**config.mk**
```make
export PLATFORM = sky130hd
export DESIGN_NAME = router_sched
export DESIGN_NICKNAME = d
export VERILOG_FILES = /design/src/rtl/router_pkg.sv /design/src/rtl/router_sched_rr_pick.sv /design/src/rtl/router_sched.sv
export SDC_FILE = /design/constraint.sdc
export NUM_CORES = 1
export LEC_CHECK = 0
export ABC_AREA = 1
export CAP_MARGIN = 5
export CORE_MARGIN = 5
export CORE_UTILIZATION = 40
export CTS_BUF_LIST = sky130_fd_sc_hd__clkbuf_8
export DETAILED_ROUTE_END_ITERATION = 7
export MAX_ROUTING_LAYER = met4
export PLACE_DENSITY = 0.85
export REMOVE_ABC_BUFFERS = 1
export SYNTH_ARGS = -nofsm -noshare
export SYNTH_HDL_FRONTEND = slang
export SYNTH_SLANG_ARGS = --single-unit
```
**constraint.sdc**
```tcl
create_clock -name clk -period 2.9 [get_ports clk]
set_input_delay 0.435 -clock clk [delete_from_list [all_inputs] [get_ports clk]]
set_output_delay 0.435 -clock clk [all_outputs]
set_load 0.02 [all_outputs]
```
**src/rtl/router_pkg.sv**
```systemverilog
// Shared constants and types for the router scheduler.
// The stats counter width is used only when ROUTER_SCHED_STATS_EN is defined.
package router_pkg;

    localparam int NUM_PORTS = 4;
    localparam int ADDR_W    = 2;
    localparam int STAT_W    = 16;

    typedef enum logic {
        ST_IDLE = 1'b0,
        ST_LOCK = 1'b1
    } state_e;

endpackage

```
**src/rtl/router_sched_rr_pick.sv**
```systemverilog
// Round-robin winner selection (combinational only).
// The search starts at ptr_i and moves upward, wrapping mod NUM_PORTS.
// The first requester found wins. Both outputs are zero when nothing is requesting.
module rr_pick
    import router_pkg::*;
(
    input  logic [NUM_PORTS-1:0] req_i,
    input  logic [ADDR_W-1:0]    ptr_i,
    output logic [NUM_PORTS-1:0] win_o,
    output logic [ADDR_W-1:0]    idx_o
);

    logic              found;
    logic [ADDR_W-1:0] cand;

    // Scan from the pointer and take the first active request.
    always_comb begin
        win_o = '0;
        idx_o = '0;
        found = 1'b0;
        cand  = '0;
        for (int k = 0; k < NUM_PORTS; k++) begin
            cand = ptr_i + ADDR_W'(k);
            if (!found && req_i[cand]) begin
                found       = 1'b1;
                win_o[cand] = 1'b1;
                idx_o       = cand;
            end
        end
    end

endmodule

```
**src/rtl/router_sched.sv**
```systemverilog
// Four-requester burst scheduler that feeds a single router input port.
//
// state   | meaning
// --------+-----------------------------------------------------------
// ST_IDLE | no owner; pick a round-robin winner if any requester is valid
// ST_LOCK | grant held by one requester until its last beat or MAX_BURST
//
// Each accepted beat appears one cycle later on din/addr with din_en high.
// When ROUTER_SCHED_STATS_EN is defined, the block also keeps saturating
// per-destination beat counters, exposed as stat_cnt and cleared by stat_clr.
module router_sched
    import router_pkg::*;
#(
    parameter int DATA_WIDTH = 32,
    parameter int MAX_BURST  = 4
) (
    input  logic                      clk,
    input  logic                      reset,
    input  logic [3:0]                req_valid,
    output logic [3:0]                req_ready,
    input  logic [4*DATA_WIDTH-1:0]   req_data,
    input  logic [7:0]                req_addr,
    input  logic [3:0]                req_last,
    output logic [DATA_WIDTH-1:0]     din,
    output logic                      din_en,
    output logic [1:0]                addr,
    output logic [3:0]                grant
`ifdef ROUTER_SCHED_STATS_EN
    ,
    input  logic                      stat_clr,
    output logic [4*STAT_W-1:0]       stat_cnt
`endif
);

    state_e                  state_q, state_d;
    logic [NUM_PORTS-1:0]    grant_q, grant_d;
    logic [ADDR_W-1:0]       idx_q, idx_d;
    logic [ADDR_W-1:0]       ptr_q, ptr_d;
    logic [3:0]              cnt_q, cnt_d;
    logic [DATA_WIDTH-1:0]   din_q, din_d;
    logic                    din_en_q, din_en_d;
    logic [ADDR_W-1:0]       addr_q, addr_d;

    logic [NUM_PORTS-1:0]    pick_win;
    logic [ADDR_W-1:0]       pick_idx;
    logic                    xfer;
    logic                    tenure_end;

    rr_pick u_rr_pick (
        .req_i (req_valid),
        .ptr_i (ptr_q),
        .win_o (pick_win),
        .idx_o (pick_idx)
    );

    // Ready follows the registered grant, so it never depends on this cycle's valid.
    assign req_ready  = (state_q == ST_LOCK) ? grant_q : '0;
    assign xfer       = (state_q == ST_LOCK) && req_valid[idx_q];
    assign tenure_end = xfer && (req_last[idx_q] || (cnt_q == 4'(MAX_BURST - 1)));

    // Next-state logic: arbitration in IDLE, beat capture and release in LOCK.
    always_comb begin
        state_d  = state_q;
        grant_d  = grant_q;
        idx_d    = idx_q;
        ptr_d    = ptr_q;
        cnt_d    = cnt_q;
        din_en_d = 1'b0;
        din_d    = '0;
        addr_d   = '0;
        case (state_q)
            ST_IDLE: begin
                if (|req_valid) begin
                    state_d = ST_LOCK;
                    grant_d = pick_win;
                    idx_d   = pick_idx;
                    cnt_d   = '0;
                end
            end
            ST_LOCK: begin
                if (xfer) begin
                    din_en_d = 1'b1;
                    din_d    = req_data[int'(idx_q)*DATA_WIDTH +: DATA_WIDTH];
                    addr_d   = req_addr[int'(idx_q)*ADDR_W +: ADDR_W];
                    cnt_d    = cnt_q + 4'd1;
                    if (tenure_end) begin
                        state_d = ST_IDLE;
                        grant_d = '0;
                        ptr_d   = idx_q + ADDR_W'(1);
                        cnt_d   = '0;
                    end
                end
            end
            default: state_d = ST_IDLE;
        endcase
    end

    // State and output registers. A synchronous reset drops any tenure in flight.
    always_ff @(posedge clk) begin
        if (reset) begin
            state_q  <= ST_IDLE;
            grant_q  <= '0;
            idx_q    <= '0;
            ptr_q    <= '0;
            cnt_q    <= '0;
            din_q    <= '0;
            din_en_q <= 1'b0;
            addr_q   <= '0;
        end else begin
            state_q  <= state_d;
            grant_q  <= grant_d;
            idx_q    <= idx_d;
            ptr_q    <= ptr_d;
            cnt_q    <= cnt_d;
            din_q    <= din_d;
            din_en_q <= din_en_d;
            addr_q   <= addr_d;
        end
    end

    assign grant  = grant_q;
    assign din    = din_q;
    assign din_en = din_en_q;
    assign addr   = addr_q;

`ifdef ROUTER_SCHED_STATS_EN
    logic [STAT_W-1:0] stat_q [NUM_PORTS];

    // Per-destination counters of emitted beats. They saturate at all-ones.
    // A clear takes priority over an increment in the same cycle.
    always_ff @(posedge clk) begin
        if (reset || stat_clr) begin
            for (int i = 0; i < NUM_PORTS; i++) stat_q[i] <= '0;
        end else if (din_en_q && (stat_q[addr_q] != '1)) begin
            stat_q[addr_q] <= stat_q[addr_q] + STAT_W'(1);
        end
    end

    for (genvar g = 0; g < NUM_PORTS; g++) begin : g_stat
        assign stat_cnt[g*STAT_W +: STAT_W] = stat_q[g];
    end
`endif

endmodule
```
==> reports/results.txt <==
Port Buffers - 188
diode count - 0
clock skew - 0.00778 ns
synthesized area - 3180 um2
CP startpoint kind - flop
Die ar. - 9840 um2
Max clock buf depth - 2
Slew Viols, Final - 0
post-layout min period - 2.33 ns
row cnt - 32
Distinct cells, synth - 31
final worst-path cycle share - 0.802
Cells after DPL - 737
GRT overflow - 0
Max H-tree Level - 2
Seq. cell area - 962 um2
DRC violations left - 0
initial core utilization - 0.412
largest stage delay on the critical path - 0.63 ns
launch point of the worst path - idx_q[0]$_SDFFE_PP0P_
actual slew at the worst max-slew pin - 0.893 ns
hold buffers post-CTS - 0
final net count - 797
Final setup viols - 0
Via density - 4.90
Crit. End Element - flop
drt pass-1 iters - 6
area of the multi-input gates - 1940 um2
worst slack at placement - 0.515 ns
critical path data arrival time - 2.47 ns
worst hold start - grant[1]$_SDFFE_PP0P_
crit path cell chain - buf_4, a21oi_1, o21ai_1, nand2_2, nand2_2, nor2_4, inv_2, a21oi_1
switching part of the total power - 0.377
r2r startpoint - idx_q[0]$_SDFFE_PP0P_
VDD IR max - 0.000241 V
Power Density - 461 nW/um2
crit-path max FO - 73
final core occ - 0.669
gpl congestion - 0.914
category of the most critical setup path - reg2reg
area grow syn2layout - 62.4%
RSZ-0062 raised after global routing - no
Static Leak - 2.02 nW
Comb pwr share - 0.468
Finished Layout Cells - 745
Clk Latency, worst-skew pair - 0.30 ns
via count - 3654
HPWL Detailed - 8490 um
syn avg cell area - 6.76 um2
Post-Route WL - 10700 um
sequential-to-total area share from yosys stat - 0.302
worst setup margin - 0.574 ns
FF+latch count, synth - 48
drt wl/cell - 14.4 um
post-cts resize count - 0
post-route setup TNS - 0 ns
net switching power - 0.899 mW
EDFF count, synth - 0
DRT antenna net count - 0
initial antenna violation count - 0
share of cells above drive strength 1 - 0.109
Worst slew margin - 0.404
CP top delay family - buffers and inverters
fillers - 638
final total power - 2.38 mW
min-delay worst type - reg2reg
Setup Fix Bufs, Post-CTS - 0
core area - 7730 um2
Post-synth ARST share - 0
Hold Slack - 0.520 ns
final hold violations - 0
width of the die - 99.2 um
Critical Path RT - 3.05 ns
post-placement cell area - 5050 um2
sequential power share - 0.318
DRT iter0 DRCs - 103
first-pass GRT wire length - 16900 um
Pint - 1.48 mW
f_max - 430 MHz
Most used DFF post-synth - dfxtp_1
cts bufs inserted - 5
vias in the first global route - 3671
number of max-cap violations - 0
Mapped Cells - 471
Buf/Inv on CP - 2
Clk pin slew, worst setup/hold paths - 0.09 ns
Slowest cell on crit path - inv_2
total global-route track usage - 0.217
chip height - 99.2 um
largest net degree at the start of global routing - 74
status - finished clean
I/O pin count - 189
clk sinks - 48
clock power share - 0.214
synth warn - 0
CTS tree - built
design area - 5170 um2
CTS root buffer - clkbuf_8
## registers in the layout (all words and copies together), names as in the netlist
register  count
state_q       1
ptr_q         2
addr          2
cnt_q         4
din          32
grant         4
din_en        1
idx_q         2
## worst reg2reg max path, cell delays in order (launching register included)
cell and delay (ns):
dfxtp_2 0.34, buf_4 0.56, a21oi_1 0.16, o21ai_1 0.12
nand2_2 0.09, nand2_2 0.12, nor2_4 0.04, inv_2 0.63
a21oi_1 0.12
## final timing paths
check        cells past startpoint                    end  slack [ns]
max                              8      din[0]$_SDFF_PP0_        0.57
min                              2  grant[1]$_SDFFE_PP0P_        0.52
max reg2reg                      8      din[0]$_SDFF_PP0_        0.57
min reg2reg                      2  grant[1]$_SDFFE_PP0P_        0.52
## final cells by class
class                           count  area share
Multi-Input combinational cell    371       0.376
Timing Repair Buffer              194       0.373
Sequential cell                    48       0.186
Clock inverter                      2     0.00750
Inverter                           22      0.0174
Clock buffer                        6      0.0160
Tap cell                          102      0.0247
## cells by family (layout without fill, tap and decap cells)
group                    after synthesis  count (layout)  share of synthesized area
AO/OA/AOI/OAI                        135             135                      0.261
XOR/XNOR                               3               3                    0.00826
adder cells (fa/ha/maj)                9               9                     0.0354
buffers and inverters                 52             224                     0.0880
flip-flops                            48              48                      0.302
AND/OR/NAND/NOR                      224             224                      0.306
## power groups by stage
stage | Combinational, mW | Sequential [mW] | Clock, mW
2_1_floorplan | 0.546 | 0.872 | 0
3_3_place_gp | 1.09 | 0.769 | 0
3_5_place_dp | 1.12 | 0.772 | 0
4_1_cts | 1.12 | 0.757 | 0.525
5_1_grt | 1.23 | 0.763 | 0.551
6_report | 1.11 | 0.756 | 0.511
## cells in the final DEF, fill, tap and decap left out, types with 2 or more instances in the layout
cell             synthesis  final
dfxtp_1                 48     47
nand2_4                  4      4
a21boi_0                 4      4
clkdlybuf4s50_1          0    188
inv_1                   18     17
nand3_1                 31     31
clkbuf_8                 1      6
nor2_1                 145    145
xor2_1                   3      3
nand2_1                 34     34
nor2_4                   2      2
a21oi_2                 34     34
o21ai_1                  6      6
a21oi_1                 16     16
o21ai_0                 71     71
inv_2                    3      4
ha_1                     9      9
nand2_2                  5      5
buf_4                    3      6
## synth_stat cells, types with 2 or more instances
| library cell | instances | area, um2 |
|---|---|---|
| nand3_1 | 31 | 155 |
| dfxtp_1 | 48 | 961 |
| ha_1 | 9 | 113 |
| inv_2 | 3 | 11.3 |
| xor2_1 | 3 | 26.3 |
| a21boi_0 | 4 | 30.0 |
| o21ai_1 | 6 | 30.0 |
| a21oi_2 | 34 | 298 |
| nor2_4 | 2 | 22.5 |
| buf_6 | 4 | 45.0 |
| clkbuf_1 | 12 | 45.0 |
| nand2_1 | 34 | 128 |
| o21ai_0 | 71 | 355 |
| buf_2 | 8 | 40.0 |
| buf_4 | 3 | 22.5 |
| a21oi_1 | 16 | 80.1 |
| nand2_4 | 4 | 45.0 |
| nor2_1 | 145 | 544 |
| inv_1 | 18 | 67.6 |
| nand2_2 | 5 | 31.3 |
## per-layer routing
metal  global-route usage  vias up  wire (um)
li1                     -     1878          -
met1                0.227     1621       4130
met2                0.393      141       5470
met3               0.0701       14        949
met4               0.0536        0        204
met5                    -        -          0
(Power assumes the default switching activity.)
